**src/rtl/mem_march_bist_if.sv**
```systemverilog
// Single-port SRAM access bundle shared by the BIST initiator (master)
// and the memory or its test-mode mux (slave).
interface mem_march_bist_if #(
    parameter int WIDTH      = 64,
    parameter int ADDR_WIDTH = 6
);
    logic [ADDR_WIDTH-1:0] addr;
    logic [WIDTH-1:0]      wdata;
    logic                  wr_en;
    logic                  rd_en;
    logic [WIDTH-1:0]      rdata;

    modport master (
        output addr,
        output wdata,
        output wr_en,
        output rd_en,
        input  rdata
    );

    modport slave (
        input  addr,
        input  wdata,
        input  wr_en,
        input  rd_en,
        output rdata
    );
endinterface

```
**src/rtl/mem_march_bist.sv**
```systemverilog
// March BIST initiator: w(P) up, r(P)w(~P) up, r(~P)w(P) down, r(P) down,
// with saturating error count and first-failure capture.
module mem_march_bist #(
    parameter int               WIDTH      = 64,
    parameter int               DEPTH      = 64,
    parameter int               ADDR_WIDTH = 6,
    parameter logic [WIDTH-1:0] PATTERN    = WIDTH'(64'hAAAA_AAAA_AAAA_AAAA),
    parameter int               CNT_W      = 8
) (
    input  logic                  clk_i,
    input  logic                  rst_n_i,
    input  logic                  start_i,
    mem_march_bist_if.master      mem,
    output logic                  busy_o,
    output logic                  done_o,
    output logic                  pass_o,
    output logic                  fail_o,
    output logic [CNT_W-1:0]      err_cnt_o,
    output logic [ADDR_WIDTH-1:0] fail_addr_o,
    output logic [WIDTH-1:0]      fail_data_o
);

    typedef enum logic [3:0] {
        IDLE,
        M0_WR,
        M1_RD,
        M1_CHK,
        M2_RD,
        M2_CHK,
        M3_RD,
        M3_CHK,
        DONE
    } state_t;

    localparam logic [ADDR_WIDTH-1:0] LAST_A = ADDR_WIDTH'(DEPTH - 1);
    localparam logic [ADDR_WIDTH-1:0] ZERO_A = '0;

    state_t                state_q, state_d;
    logic [ADDR_WIDTH-1:0] addr_q, addr_d;
    logic [CNT_W-1:0]      err_cnt_q, err_cnt_d;
    logic [ADDR_WIDTH-1:0] fail_addr_q, fail_addr_d;
    logic [WIDTH-1:0]      fail_data_q, fail_data_d;
    logic                  pass_q, pass_d;
    logic                  fail_q, fail_d;

    logic                  busy;
    logic                  done;
    logic                  rd_en;
    logic                  wr_en;
    logic [WIDTH-1:0]      wdata;
    logic                  chk_en;
    logic [WIDTH-1:0]      exp_data;
    logic                  mismatch;

    function automatic logic [CNT_W-1:0] sat_inc(input logic [CNT_W-1:0] v);
        return (v == {CNT_W{1'b1}}) ? v : v + 1'b1;
    endfunction

    always_ff @(posedge clk_i or negedge rst_n_i) begin
        if (!rst_n_i) begin
            state_q     <= IDLE;
            addr_q      <= '0;
            err_cnt_q   <= '0;
            fail_addr_q <= '0;
            fail_data_q <= '0;
            pass_q      <= 1'b0;
            fail_q      <= 1'b0;
        end else begin
            state_q     <= state_d;
            addr_q      <= addr_d;
            err_cnt_q   <= err_cnt_d;
            fail_addr_q <= fail_addr_d;
            fail_data_q <= fail_data_d;
            pass_q      <= pass_d;
            fail_q      <= fail_d;
        end
    end

    // Read data arrives in the CHK cycle, one cycle after the RD cycle at the same address.
    assign mismatch = chk_en && (mem.rdata != exp_data);

    always_comb begin
        state_d     = state_q;
        addr_d      = addr_q;
        err_cnt_d   = err_cnt_q;
        fail_addr_d = fail_addr_q;
        fail_data_d = fail_data_q;
        pass_d      = pass_q;
        fail_d      = fail_q;

        case (state_q)
            IDLE: begin
                if (start_i) begin
                    state_d     = M0_WR;
                    addr_d      = '0;
                    err_cnt_d   = '0;
                    fail_addr_d = '0;
                    fail_data_d = '0;
                    pass_d      = 1'b0;
                    fail_d      = 1'b0;
                end
            end
            M0_WR: begin
                if (addr_q == LAST_A) begin
                    state_d = M1_RD;
                    addr_d  = '0;
                end else begin
                    addr_d = addr_q + 1'b1;
                end
            end
            M1_RD: state_d = M1_CHK;
            M1_CHK: begin
                if (addr_q == LAST_A) begin
                    state_d = M2_RD;
                end else begin
                    state_d = M1_RD;
                    addr_d  = addr_q + 1'b1;
                end
            end
            M2_RD: state_d = M2_CHK;
            M2_CHK: begin
                if (addr_q == ZERO_A) begin
                    state_d = M3_RD;
                    addr_d  = LAST_A;
                end else begin
                    state_d = M2_RD;
                    addr_d  = addr_q - 1'b1;
                end
            end
            M3_RD: state_d = M3_CHK;
            M3_CHK: begin
                if (addr_q == ZERO_A) begin
                    state_d = DONE;
                end else begin
                    state_d = M3_RD;
                    addr_d  = addr_q - 1'b1;
                end
            end
            DONE: begin
                state_d = IDLE;
                pass_d  = (err_cnt_q == '0);
                fail_d  = (err_cnt_q != '0);
            end
            default: state_d = IDLE;
        endcase

        if (mismatch) begin
            err_cnt_d = sat_inc(err_cnt_q);
            // The counter only ever grows within a run, so zero marks the first failure.
            if (err_cnt_q == '0) begin
                fail_addr_d = addr_q;
                fail_data_d = mem.rdata;
            end
        end
    end

    always_comb begin
        busy     = 1'b0;
        done     = 1'b0;
        rd_en    = 1'b0;
        wr_en    = 1'b0;
        wdata    = '0;
        chk_en   = 1'b0;
        exp_data = PATTERN;

        case (state_q)
            M0_WR: begin
                busy  = 1'b1;
                wr_en = 1'b1;
                wdata = PATTERN;
            end
            M1_RD, M2_RD, M3_RD: begin
                busy  = 1'b1;
                rd_en = 1'b1;
            end
            M1_CHK: begin
                busy     = 1'b1;
                wr_en    = 1'b1;
                wdata    = ~PATTERN;
                chk_en   = 1'b1;
                exp_data = PATTERN;
            end
            M2_CHK: begin
                busy     = 1'b1;
                wr_en    = 1'b1;
                wdata    = PATTERN;
                chk_en   = 1'b1;
                exp_data = ~PATTERN;
            end
            M3_CHK: begin
                busy     = 1'b1;
                chk_en   = 1'b1;
                exp_data = PATTERN;
            end
            DONE: done = 1'b1;
            default: ;
        endcase
    end

    assign mem.addr    = addr_q;
    assign mem.wdata   = wdata;
    assign mem.wr_en   = wr_en;
    assign mem.rd_en   = rd_en;

    assign busy_o      = busy;
    assign done_o      = done;
    assign pass_o      = pass_q;
    assign fail_o      = fail_q;
    assign err_cnt_o   = err_cnt_q;
    assign fail_addr_o = fail_addr_q;
    assign fail_data_o = fail_data_q;

endmodule

```
**src/flat_wrapper.sv**
```systemverilog
// flat-port wrapper written by rule: the top's interface ports become plain ports
module mem_march_bist_flat 
#(
    parameter int               WIDTH      = 64,
    parameter int               DEPTH      = 64,
    parameter int               ADDR_WIDTH = 6,
    parameter logic [WIDTH-1:0] PATTERN    = WIDTH'(64'hAAAA_AAAA_AAAA_AAAA),
    parameter int               CNT_W      = 8
)
  (clk_i, rst_n_i, start_i, busy_o, done_o, pass_o, fail_o, err_cnt_o, fail_addr_o, fail_data_o, mem_addr, mem_wdata, mem_wr_en, mem_rd_en, mem_rdata);
  mem_march_bist_if #(.WIDTH(WIDTH), .ADDR_WIDTH(ADDR_WIDTH)) mem_i ();
  input  logic clk_i;
  input  logic rst_n_i;
  input  logic start_i;
  output logic busy_o;
  output logic done_o;
  output logic pass_o;
  output logic fail_o;
  output logic [CNT_W-1:0] err_cnt_o;
  output logic [ADDR_WIDTH-1:0] fail_addr_o;
  output logic [WIDTH-1:0] fail_data_o;
  output wire logic [$bits(mem_i.addr)-1:0] mem_addr;
  output wire logic [$bits(mem_i.wdata)-1:0] mem_wdata;
  output wire logic [$bits(mem_i.wr_en)-1:0] mem_wr_en;
  output wire logic [$bits(mem_i.rd_en)-1:0] mem_rd_en;
  input wire logic [$bits(mem_i.rdata)-1:0] mem_rdata;
  assign mem_addr = mem_i.addr;
  assign mem_wdata = mem_i.wdata;
  assign mem_wr_en = mem_i.wr_en;
  assign mem_rd_en = mem_i.rd_en;
  assign mem_i.rdata = mem_rdata;
  mem_march_bist #(.WIDTH(WIDTH), .DEPTH(DEPTH), .ADDR_WIDTH(ADDR_WIDTH), .PATTERN(PATTERN), .CNT_W(CNT_W)) u_core (.clk_i(clk_i), .rst_n_i(rst_n_i), .start_i(start_i), .mem(mem_i), .busy_o(busy_o), .done_o(done_o), .pass_o(pass_o), .fail_o(fail_o), .err_cnt_o(err_cnt_o), .fail_addr_o(fail_addr_o), .fail_data_o(fail_data_o));
endmodule
```
**config.mk**
```make
export PLATFORM = sky130hd
export DESIGN_NAME = mem_march_bist_flat
export DESIGN_NICKNAME = d
export VERILOG_FILES = /design/src/rtl/mem_march_bist_if.sv /design/src/rtl/mem_march_bist.sv /design/src/flat_wrapper.sv
export SDC_FILE = /design/constraint.sdc
export NUM_CORES = 1
export LEC_CHECK = 0
export CELL_PAD_IN_SITES_DETAIL_PLACEMENT = 2
export CELL_PAD_IN_SITES_GLOBAL_PLACEMENT = 2
export CORE_MARGIN = 2
export CORE_UTILIZATION = 27
export DETAILED_ROUTE_END_ITERATION = 16
export MAX_ROUTING_LAYER = met4
export PLACE_DENSITY_LB_ADDON = 0.1
export SETUP_SLACK_MARGIN = 0.1
export SYNTH_ARGS = -nofsm -noshare
export SYNTH_HDL_FRONTEND = slang
export SYNTH_SLANG_ARGS = --single-unit
```
**constraint.sdc**
```tcl
create_clock -name clk_i -period 5.3 [get_ports clk_i]
set_input_delay 0.795 -clock clk_i [delete_from_list [all_inputs] [get_ports clk_i]]
set_output_delay 0.795 -clock clk_i [all_outputs]
set_load 0.1 [all_outputs]
```
Word level (Yosys, flattened, before mapping) --
Cells that the tools add are included.
Word-level totals: register bits after elaboration 90, input bits 67, output and inout port bits 154, word-level logic and storage cells 78
Cells by class: $add $sub $neg 3, eq/ne operators 16, mux-type cells 34, reduce and logical (&&, ||, !) cells 18
Operator list (number):
- two-way mux 64 bit | 5
- one-hot mux 64 bit (2 select lines) | 1
- inequality test 64 bit | 1
- two-way mux 6 bit | 9
- two-way mux 8 bit | 4
- one-hot mux 4 bit (8 select lines) | 1
- one-hot mux 6 bit (5 select lines) | 1
- == test 4 x 3 -> 1 bit (second input constant) | 4
- two-way mux 4 bit | 3
- OR reduction 3 bit | 3
- adder 8 x 1 -> 8 bit (second input constant) | 1
- == test 4 x 2 -> 1 bit (second input constant) | 2
- == test 8 bit (second input constant) | 1
- logical NOT 8 bit | 1
- inequality test 2 bit (second input constant) | 4
- nonzero test 8 bit | 1
- OR reduction 7 bit | 1
- adder 6 x 1 -> 6 bit (second input constant) | 1
- == test 6 bit (second input constant) | 1
- logical NOT 6 bit | 1
- two-way mux 1 bit | 6
- nonzero test 2 bit | 3
- subtractor 6 x 1 -> 6 bit (second input constant) | 1
- nonzero test 5 bit | 1
- 12 further kinds | 14

Longest topological paths before layout --
Gate-level depths: netlist (run 1).
depth in word-level cells 6, mapped depth 8, gate-level depth less buffers 8

Worst setup path before layout (run 1) --
OpenSTA, ideal clock, no wires.
path kind register to output, start reg u_core.state_q[3], end out mem_wdata[11], arrival 3.592 ns, data required time 4.505 ns, path slack 0.913 ns, stages on the path, launching flop included 5, buffers on the path 2, cells stage by stage dfrtp_1 > clkbuf_1 > nand2b_1 > nor2_1 > buf_4
Between the ends: word-level cells in the longest chain between the ends 3, elaborated cells on any way between the ends 5, classes of those cells eq/ne: 3; mux: 1; reduce/logical: 1
Ends and longest elaborated chain:
- start, declared | RTL line mem_march_bist.sv:38 | state_t state_q, state_d;
- start signal, assigned | RTL line mem_march_bist.sv:69 | state_q <= state_d;
- == test 4 x 1 -> 1 bit or == test 4 x 3 -> 1 bit (tied branches) | RTL line mem_march_bist.sv:166 | case (state_q)
- OR reduction 2 bit (no source line)
- one-hot mux 64 bit (2 select lines) (*) | RTL line mem_march_bist.sv:166
- end, declared | RTL line flat_wrapper.sv:23 | output wire logic [$bits(mem_i.wdata)-1:0] mem_wdata;
Mark *: on every way between the ends. The rest lies on a longest branch, timed or not.

Worst setup path in the final report (run 1) --
start reg u_core.state_q[1], end out mem_wdata[54]
The elaborated chain is that of the path after synthesis.

==> flow_summary.ini, run 1 <==
[yosys]
yosysSeqAreaShare_pct = 42.0
synth-adder-area-share_pct = 1.17
synth.avg_cell_area_um2 = 9.61
synth.top_cell.area_share_pct = 42.0
syn-num-nets = 630
synthXorXnorAreaFrac_pct = 0.327
muxShareOfSynthArea_pct = 14.2
netlist_instances = 558
ys_seq_elements = 90
ys_warn_count = 0
netlist_area_um2 = 5360
synth_top_family_by_area = simple AND/OR/NAND/NOR gates
synth-simple-area-share_pct = 19.8
synth_compound_area_share_pct = 4.74
synth.largest_area_cell = dfrtp_1
synth_top_cells_by_area = dfrtp_1 (42%), mux2i_1 (14%), buf_4 (8.7%)
yosysUniqueCellTypes = 46

[drt]
first_pass_iters = 4
drc = 0
wl_per_cell_um = 18.6
postRouteAntennaNets = 0
vias = 4448
vias_per_cell = 4.55
finalWirelength_um = 18200
drtIter0Drc = 146

[run]
drv_cap = 0

[layout]
final_cell_mix = clkdlybuf4s50_1 (219), dfrtp_1 (90), nand2_1 (85)
finalNonFillerCells = 978
diodes = 0
n_fill_cell = 2135
drive_gt1_share_pct = 5.05
utilization_pct = 39.1
fin_nets = 780
syn_to_final_growth_pct = 42.0
final_common_cell = clkdlybuf4s50_1

[floorplan]
fp.coreArea_um2 = 19500
die_h_um = 145
ios = 221
die_area_um2 = 21000
start_util_pct = 27.6
die_w_um = 145
rows = 51

[placement]
gp_congestion = 0.790
hpwl_um = 13700
portBuffers = 220
dpl.cell_count = 962
dp_slack_ns = 0.955

[setup_path]
path_delay_family = buffers and inverters
path_max_fanout = 32
start_kind = register
required_ns = 4.51
critPathCaptureType = output port
path_buf_inv = 1
max_stage_delay_ns = 1.30
cp.arrival_ns = 3.49
critical_path_class = reg2out
critical-path-slowest-cell = clkdlybuf4s50_1
crit_chain = nand3b_1 -> nor2_2 -> clkdlybuf4s50_1

[clocking]
clk_latency_ns = 0.35
cts_max_path_buffers = 2
holdBufCountCts = 0
cts.repair.resized = 0
cts_max_level = 3
numCtsBuffers = 9
cts_tree = done
cts_root_buffer = clkbuf_16
clock_sinks = 90
postCtsSetupBuffers = 0
clk_pin_slew_ns = 0.06

[grt]
grt_pass1_wl_um = 29300
grt_max_degree = 82
antenna_found_initial = 0
grt_overflow = 0
grt_pass1_vias = 5063
grtUsageTotal_pct = 18.0

[timing]
fin_setup_tns_ns = 0
fmax_mhz = 233
tightest_slew_ns = 1.08
slew_headroom_pct = 27.8
finalCriticalPeriod_ns = 4.29
finalClockSkew_ns = 0.00615
setup_viol = 0
hold_viol_final = 0
finalMaxSlewViolations = 0
worst_slack_ns = 1.01
fin_crit_sh_pct = 80.9
rsz0062_at_grt = no

[min_path]
min_path_type = reg2reg

[outcome]
status = finished, final reports clean
cells in the mapped netlist (all sizes together):
cell and count:
clkbuf 14, nand4 10, nand3 9, o32ai 1, and4b 4, a22o 1, buf 70, and4 2
and2 2, or4 1, nor3b 2, o2111ai 3, or4b 1, ha 5, a221oi 1, xor2 1
inv 75, a31oi 3, nor4b 4, a21oi 14, o31a 1, or3 2, o21ai 15, nor4 5
and3 4, xnor2 1, mux2i 76, o211a 1, nor3 10, nand2 85, nand3b 3, nand2b 2
and4bb 9, or2 1, o31ai 1, nand4b 1, dfrtp 90, nor2 12, o21a 1, nor4bb 15
area by class of cell:
cell class / count / area, µm² / area share (%)
sequential: 90 / 2250 / 29.6
timing repair buffer: 223 / 2230 / 29.3
multi-input combinational: 309 / 2180 / 28.6
tap: 265 / 332 / 4.35
inverter: 75 / 282 / 3.70
clock buffer: 11 / 233 / 3.06
clock inverter: 5 / 103 / 1.35
metrics by stage:
stage | cell area [µm²] | hold WS (ns)
finish | 7620 | 0.533
global route | 7620 | 0.549
CTS | 7620 | 0.536
detailed placement | 7280 | 0.517
global placement | 7280 | 0.489
floorplan | 5360 | 0.499
flip-flops by register name, summed over array words and instances, names as in the netlist:
signal / count
u_core.err_cnt_o: 8
u_core.fail_addr_o: 6
u_core.fail_data_o: 64
u_core.fail_o: 1
u_core.mem.addr: 6
u_core.pass_o: 1
u_core.state_q: 4
worst paths after layout:
check / cells past startpoint / start / slack, ns / to
max in group asynchronous: 2 / rst_n_i / 3.80 / u_core.fail_addr_o[4]$_DFF_PN0_
min in group asynchronous: 1 / rst_n_i / 0.54 / u_core.mem.addr[5]$_DFFE_PN0P_
min reg2reg: 2 / u_core.fail_data_o[18]$_DFF_PN0_ / 0.53 / u_core.fail_data_o[18]$_DFF_PN0_
max: 3 / u_core.state_q[1]$_DFFE_PN0P_ / 1.01 / mem_wdata[54]
min: 2 / u_core.fail_data_o[18]$_DFF_PN0_ / 0.53 / u_core.fail_data_o[18]$_DFF_PN0_
max reg2reg: 8 / u_core.mem.addr[0]$_DFFE_PN0P_ / 2.70 / u_core.mem.addr[4]$_DFFE_PN0P_
layer usage:
layer	GRT usage, %	wire length (µm)
met1	20.7	7440
met2	29.7	8910
met3	5.66	1300
met4	6.73	499
met5	-	0
cell families after synthesis:
logic type | after synthesis
flip-flops | 90
XOR/XNOR | 2
AND/OR/NAND/NOR | 184
multiplexers | 76
AO/OA/AOI/OAI | 42
adder cells (fa/ha/maj) | 5
buffers and inverters | 159
worst reg2reg max path, cell delays in order (launching register included):
cell,delay [ns]
dfrtp_1,0.47
inv_1,0.16
ha_1,0.24
nand3b_1,0.16
o32ai_1,0.15
a21oi_1,0.75
nor2_1,0.23
a31oi_1,0.21
a21oi_1,0.09
Power of run 1 is not shown: default switching activity piles up to over one toggle a cycle in this logic, so the estimate is an artifact.
==> run 2: changes to the inputs <==
CORE_UTILIZATION = 23   (was 27)
clock period = 3.55 ns   (was 5.3 ns; I/O delays follow)
==> run 2 against run 1 <==
Final area down 0.97%. Critical endpoint is now u_core.fail_data_o[36]$_DFF_PN0_. Routed wire length up 5.0%. Non-clock buffer count up 9. Largest cell class unchanged. Critical path type is now in2reg. Via count up 2.0%.
==> flow_summary.ini, run 2 (synthesis gave the netlist of run 1 again) <==
[outcome]
status = finished, final reports clean

[min_path]
min_path_type = in2async

[floorplan]
die_area_um2 = 24600
rows = 55
start_util_pct = 23.5
fp.coreArea_um2 = 22800
die_h_um = 157
ios = 221
die_w_um = 157

[grt]
met2_usage_pct = 26.2
grt_pass1_vias = 4980
grt_max_degree = 72
grt-busiest-layer = met2
grt_pass1_wl_um = 29200
antenna_found_initial = 2
grtUsageTotal_pct = 16.1
use_met1_pct = 20.0
use_met3_pct = 3.71
grt_overflow = 0

[setup_path]
start_kind = primary input
critical-path-slowest-cell = nor4bb_1
crit_chain = clkdlybuf4s50_1 -> nor4bb_1 -> buf_4 -> nand4_1 -> or4_4 -> nor3b_4 -> o21ai_4 -> buf_12 -> mux2i_1
critPathCaptureType = register
setup.worst_path.start = mem_rdata[22]
required_ns = 3.81
r2r-start = u_core.state_q[1]$_DFFE_PN0P_
cp.arrival_ns = 3.50
max_stage_delay_ns = 0.57
path_max_fanout = 38
critical_path_class = in2reg

[drt]
finalWirelength_um = 19100
drc = 0
first_pass_iters = 6
postRouteAntennaNets = 0
vias = 4537
drtIter0Drc = 128
wl_per_cell_um = 18.4
vias_per_cell = 4.38

[clocking]
holdBufCountCts = 0
postCtsSetupBuffers = 0
clock_sinks = 90
cts_max_path_buffers = 2
cts_tree = done
cts_max_level = 3
numCtsBuffers = 9
clk_latency_ns = 0.34
clk_pin_slew_ns = 0.07
cts_root_buffer = clkbuf_16
cts.repair.resized = 0

[placement]
hpwl_um = 14500
portBuffers = 220
gp_congestion = 0.788
dpl.cell_count = 1019

[layout]
largest_reg_flops = 64
finalNonFillerCells = 1036
drive_gt1_share_pct = 15.5
final_cell_mix = clkdlybuf4s50_1 (151), dfrtp_1 (90), nand2_1 (85)
syn_to_final_growth_pct = 40.6
final_common_cell = clkdlybuf4s50_1
utilization_pct = 33.1
fin_nets = 789

[timing]
fin_crit_sh_pct = 91.4
finalCriticalPeriod_ns = 3.25
fmax_mhz = 308
hold_viol_final = 0
setup_viol = 0
slew_headroom_pct = 29.6
finalMaxSlewViolations = 0
finalClockSkew_ns = 0.00589
rsz0062_at_grt = no
whs_ns = 0.346
tightest_slew_ns = 1.05

[run]
drv_cap = 0
-- run 2: cell types whose count changed in the layout (fill, tap and decap cells not counted) --
cell | previous run | this run
bufinv_16 | 3 | 1
clkinv_2 | 1 | 2
clkdlybuf4s50_1 | 219 | 151
diode_2 | 0 | 2
clkinvlp_4 | 1 | 0
buf_12 | 1 | 2
clkbuf_8 | 0 | 1
buf_4 | 3 | 79
-- run 2: stage by stage --
stage	setup TNS [ns]	area [µm²]	setup slack [ns]
floorplan	0	5370	0.113
global placement	-7.44	7250	-0.137
detailed placement	-6.72	7250	-0.149
CTS	0	7540	0.206
global route	0	7540	0.166
finish	0	7540	0.304
-- run 2: routing by layer --
layer	vias to the layer above	part of all wire, %
met3	16	5.4
met2	134	49
li1	2134	-
met4	0	1.1
met5	-	0
met1	2253	44
-- run 2: final cells by class --
class	instances	area [µm²]
Antenna cell	2	5.00
Clock buffer	12	246
Clock inverter	3	40.0
Fill cell	2522	15200
Inverter	75	282
Multi-Input combinational cell	309	2180
Sequential cell	90	2250
Tap cell	313	392
Timing Repair Buffer	232	2140
-- run 2: worst max-delay path, delay by kind of cell --
family          cells  cell delay [ns]
compound gates      1             0.22
buf+inv             3             1.02
mux                 1             0.24
simple gates        4             1.45
-- run 2: final timing paths --
path | endpoint | slack (ns) | depth (start not counted)
max | u_core.fail_data_o[36]$_DFF_PN0_ | 0.30 | 9
min | u_core.state_q[0]$_DFFE_PN0P_ | 0.35 | 1
max reg2reg | u_core.fail_data_o[21]$_DFF_PN0_ | 1.13 | 5
min reg2reg | u_core.pass_o$_DFFE_PN0P_ | 0.52 | 2
max in group asynchronous | u_core.fail_data_o[17]$_DFF_PN0_ | 2.39 | 2
min in group clk_i | u_core.pass_o$_DFFE_PN0P_ | 0.52 | 2
Power of run 2 is left out for the same reason.
==> RTL edit (settings of run 2) <==
Take the reset off `addr_q`, `fail_addr_q` and `fail_data_q` and load them in a clocked block of their own.
--- a/src/rtl/mem_march_bist.sv
+++ b/src/rtl/mem_march_bist.sv
@@ -59,21 +59,21 @@
     always_ff @(posedge clk_i or negedge rst_n_i) begin
         if (!rst_n_i) begin
             state_q     <= IDLE;
-            addr_q      <= '0;
             err_cnt_q   <= '0;
-            fail_addr_q <= '0;
-            fail_data_q <= '0;
             pass_q      <= 1'b0;
             fail_q      <= 1'b0;
         end else begin
             state_q     <= state_d;
-            addr_q      <= addr_d;
             err_cnt_q   <= err_cnt_d;
-            fail_addr_q <= fail_addr_d;
-            fail_data_q <= fail_data_d;
             pass_q      <= pass_d;
             fail_q      <= fail_d;
         end
+    end
+
+    always_ff @(posedge clk_i) begin
+        addr_q      <= addr_d;
+        fail_addr_q <= fail_addr_d;
+        fail_data_q <= fail_data_d;
     end
 
     // Read data arrives in the CHK cycle, one cycle after the RD cycle at the same address.
Function: differs if rst_n_i is asserted again (counterexample within 4 cycles, from zero or initial values and one cycle with rst_n_i low); with rst_n_i held inactive, the same outputs for 10 cycles.
==> RTL edit against run 2 <==
Cell area down 6.5%; utilization up 0.66 points; highest routed layer unchanged; wire length down 13%; area after synthesis down 9.4%; setup slack better by 0.28 ns; fmax up 9.6%; critical path type unchanged; sequential cell count unchanged; non-clock buffer count down 2.
Power is left out: it rests on default switching activity, and per cell area and clock period it moved more than threefold.
==> RTL edit: results (changes against run 2) <==
* Status: finished clean (unchanged)
* Post-CTS Setup Bufs at 0 (unchanged)
* Register area share after synthesis at 0.397 (was 0.420)
* Arrival time worst endpoint at 3.23 ns (was 3.50 ns)
* Wire per inst at 16.8 microns (was 18.4 microns)
* Largest register FFs at 64 (unchanged)
* TritonCTS Buffers at 9 (unchanged)
* Worst slew pin tran at 1.05 ns (about the same)
* Layout filler cell count at 2318 (was 2522)
* Number of global-route vias before repair at 4592 (was 4980)
* Synth Net Count at 615 (was 630)
* Total GRT Usage at 0.151 (was 0.161)
* HPWL after DPL at 13000 microns (was 14500 microns)
* Clock Tree Buf Depth at 2 (unchanged)
* Min-delay worst type: reg2reg (was in2async)
* Via count at 4265 (was 4537)
* FFs w/ async S/R, synth at 0.156 (was 1.00)
* Grt ovf at 0 (unchanged)
* Clock Skew at 0.00653 ns (was 0.00589 ns)
* Clk_lat worst skew at 0.34 ns (about the same)
* Clock root buffer master: clkbuf_16 (unchanged)
* Synth unique cells at 45 (was 46)
* Router iterations before antenna repair at 4 (was 6)
* First-pass GRT wire length at 25000 microns (was 29200 microns)
* Initial DRC count at 150 (was 128)
* Pin count of the biggest net entering global routing at 59 (was 72)
* Post-synth EDFFs at 6 (was 0)
* Placer Congestion at 0.765 (was 0.788)
* Clock-pin slew on the worst setup and hold paths at 0.07 ns (about the same)
* Layout cell share with drive strength beyond 1 at 0.141 (was 0.155)
* Crit Path Max Fanout at 10 (was 38)
* Synth warn at 0 (unchanged)
* Critical Path Slowest Stage Cell: clkdlybuf4s50_1 (was nor4bb_1)
* H-tree lvl count at 3 (unchanged)
* Ant. Diodes at 0 (was 2)
* Initial antenna violation count at 0 (was 2)
* Crit path max-delay family: simple AND/OR/NAND/NOR gates (unchanged)
* Slowest stage delay, CP at 0.51 ns (was 0.57 ns)
* Top post-synthesis cells by area: dfxtp_1 (29%), mux2i_1 (15%), buf_4 (9.7%) (was dfrtp_1 (42%), mux2i_1 (14%), buf_4 (8.7%))
* Top post-synthesis cells by count: nand2_1 (92), inv_1 (75), mux2i_1 (75), dfxtp_1 (70), buf_4 (63) (was dfrtp_1 (90), nand2_1 (85), mux2i_1 (76), inv_1 (75), buf_4 (62))
* Nets at 774 (was 789)
## RTL edit: cell types whose count changed after synthesis, moves of 3 or more
| cell | before | now |
|---|---|---|
| and4bb_2 | 9 | 0 |
| buf_6 | 0 | 7 |
| nor4bb_1 | 15 | 28 |
| edfxtp_1 | 0 | 6 |
| xnor2_1 | 1 | 6 |
| o21ai_0 | 14 | 7 |
| o2111ai_1 | 3 | 0 |
| dfrtp_1 | 90 | 14 |
| nand2_1 | 85 | 92 |
| nor3_1 | 10 | 6 |
| a21oi_1 | 14 | 6 |
| dfxtp_1 | 0 | 70 |
| buf_12 | 7 | 0 |
## RTL edit: cell families after synthesis
kind of cell               after synthesis  share of synthesized area
DFF                                     90                      0.397
adders and majority gates                5                     0.0129
buffers and inverters                  157                      0.181
AOI/OAI and AO/OA                       28                     0.0396
muxes                                   75                      0.154
xor gates and xnor gates                 7                     0.0126
and+or+nand+nor                        181                      0.202
## RTL edit: worst min-delay path: stages, from the launching register on
cell	delay, ns
dfxtp_1	0.31
nand2_1	0.05
mux2i_1	0.06
## RTL edit: per-stage QoR
step / worst slack (ns) / area, sq um / utilization / hold WS [ns] / cells
4_1_cts: 0.598 / 7060 / 0.338 / 0.465 / 982
2_1_floorplan: 0.193 / 4870 / - / 0.237 / 543
6_report: 0.588 / 7060 / 0.338 / 0.461 / 982
3_5_place_dp: 0.244 / 6770 / 0.324 / 0.455 / 966
3_3_place_gp: 0.353 / 6770 / 0.324 / 0.445 / 966
5_1_grt: 0.418 / 7060 / 0.338 / 0.485 / 982
## RTL edit: cell type report
cell class	instances	share of cell area
Timing Repair Buffer	230	0.304
Multi-Input combinational cell	296	0.293
Sequential cell	90	0.274
Tap cell	275	0.0488
Inverter	75	0.0399
Clock buffer	12	0.0365
Clock inverter	4	0.00355
## RTL edit: routing by layer
metal	global-route usage	routed length, microns
met5	-	0
met4	0.0538	299
met3	0.0254	705
met2	0.258	8150
met1	0.179	7370
## RTL edit: worst paths after layout
check / start / slack [ns] / cells past startpoint / to
max: mem_rdata[59] / 0.59 / 8 / u_core.fail_data_o[42]
min: u_core.fail_data_o[6] / 0.46 / 2 / u_core.fail_data_o[6]
max reg2reg: u_core.state_q[3] / 0.85 / 6 / u_core.err_cnt_o[3]
min reg2reg: u_core.fail_data_o[6] / 0.46 / 2 / u_core.fail_data_o[6]
max in group asynchronous: rst_n_i / 2.45 / 1 / u_core.state_q[2]
min in group asynchronous: rst_n_i / 0.63 / 1 / u_core.err_cnt_o[3]
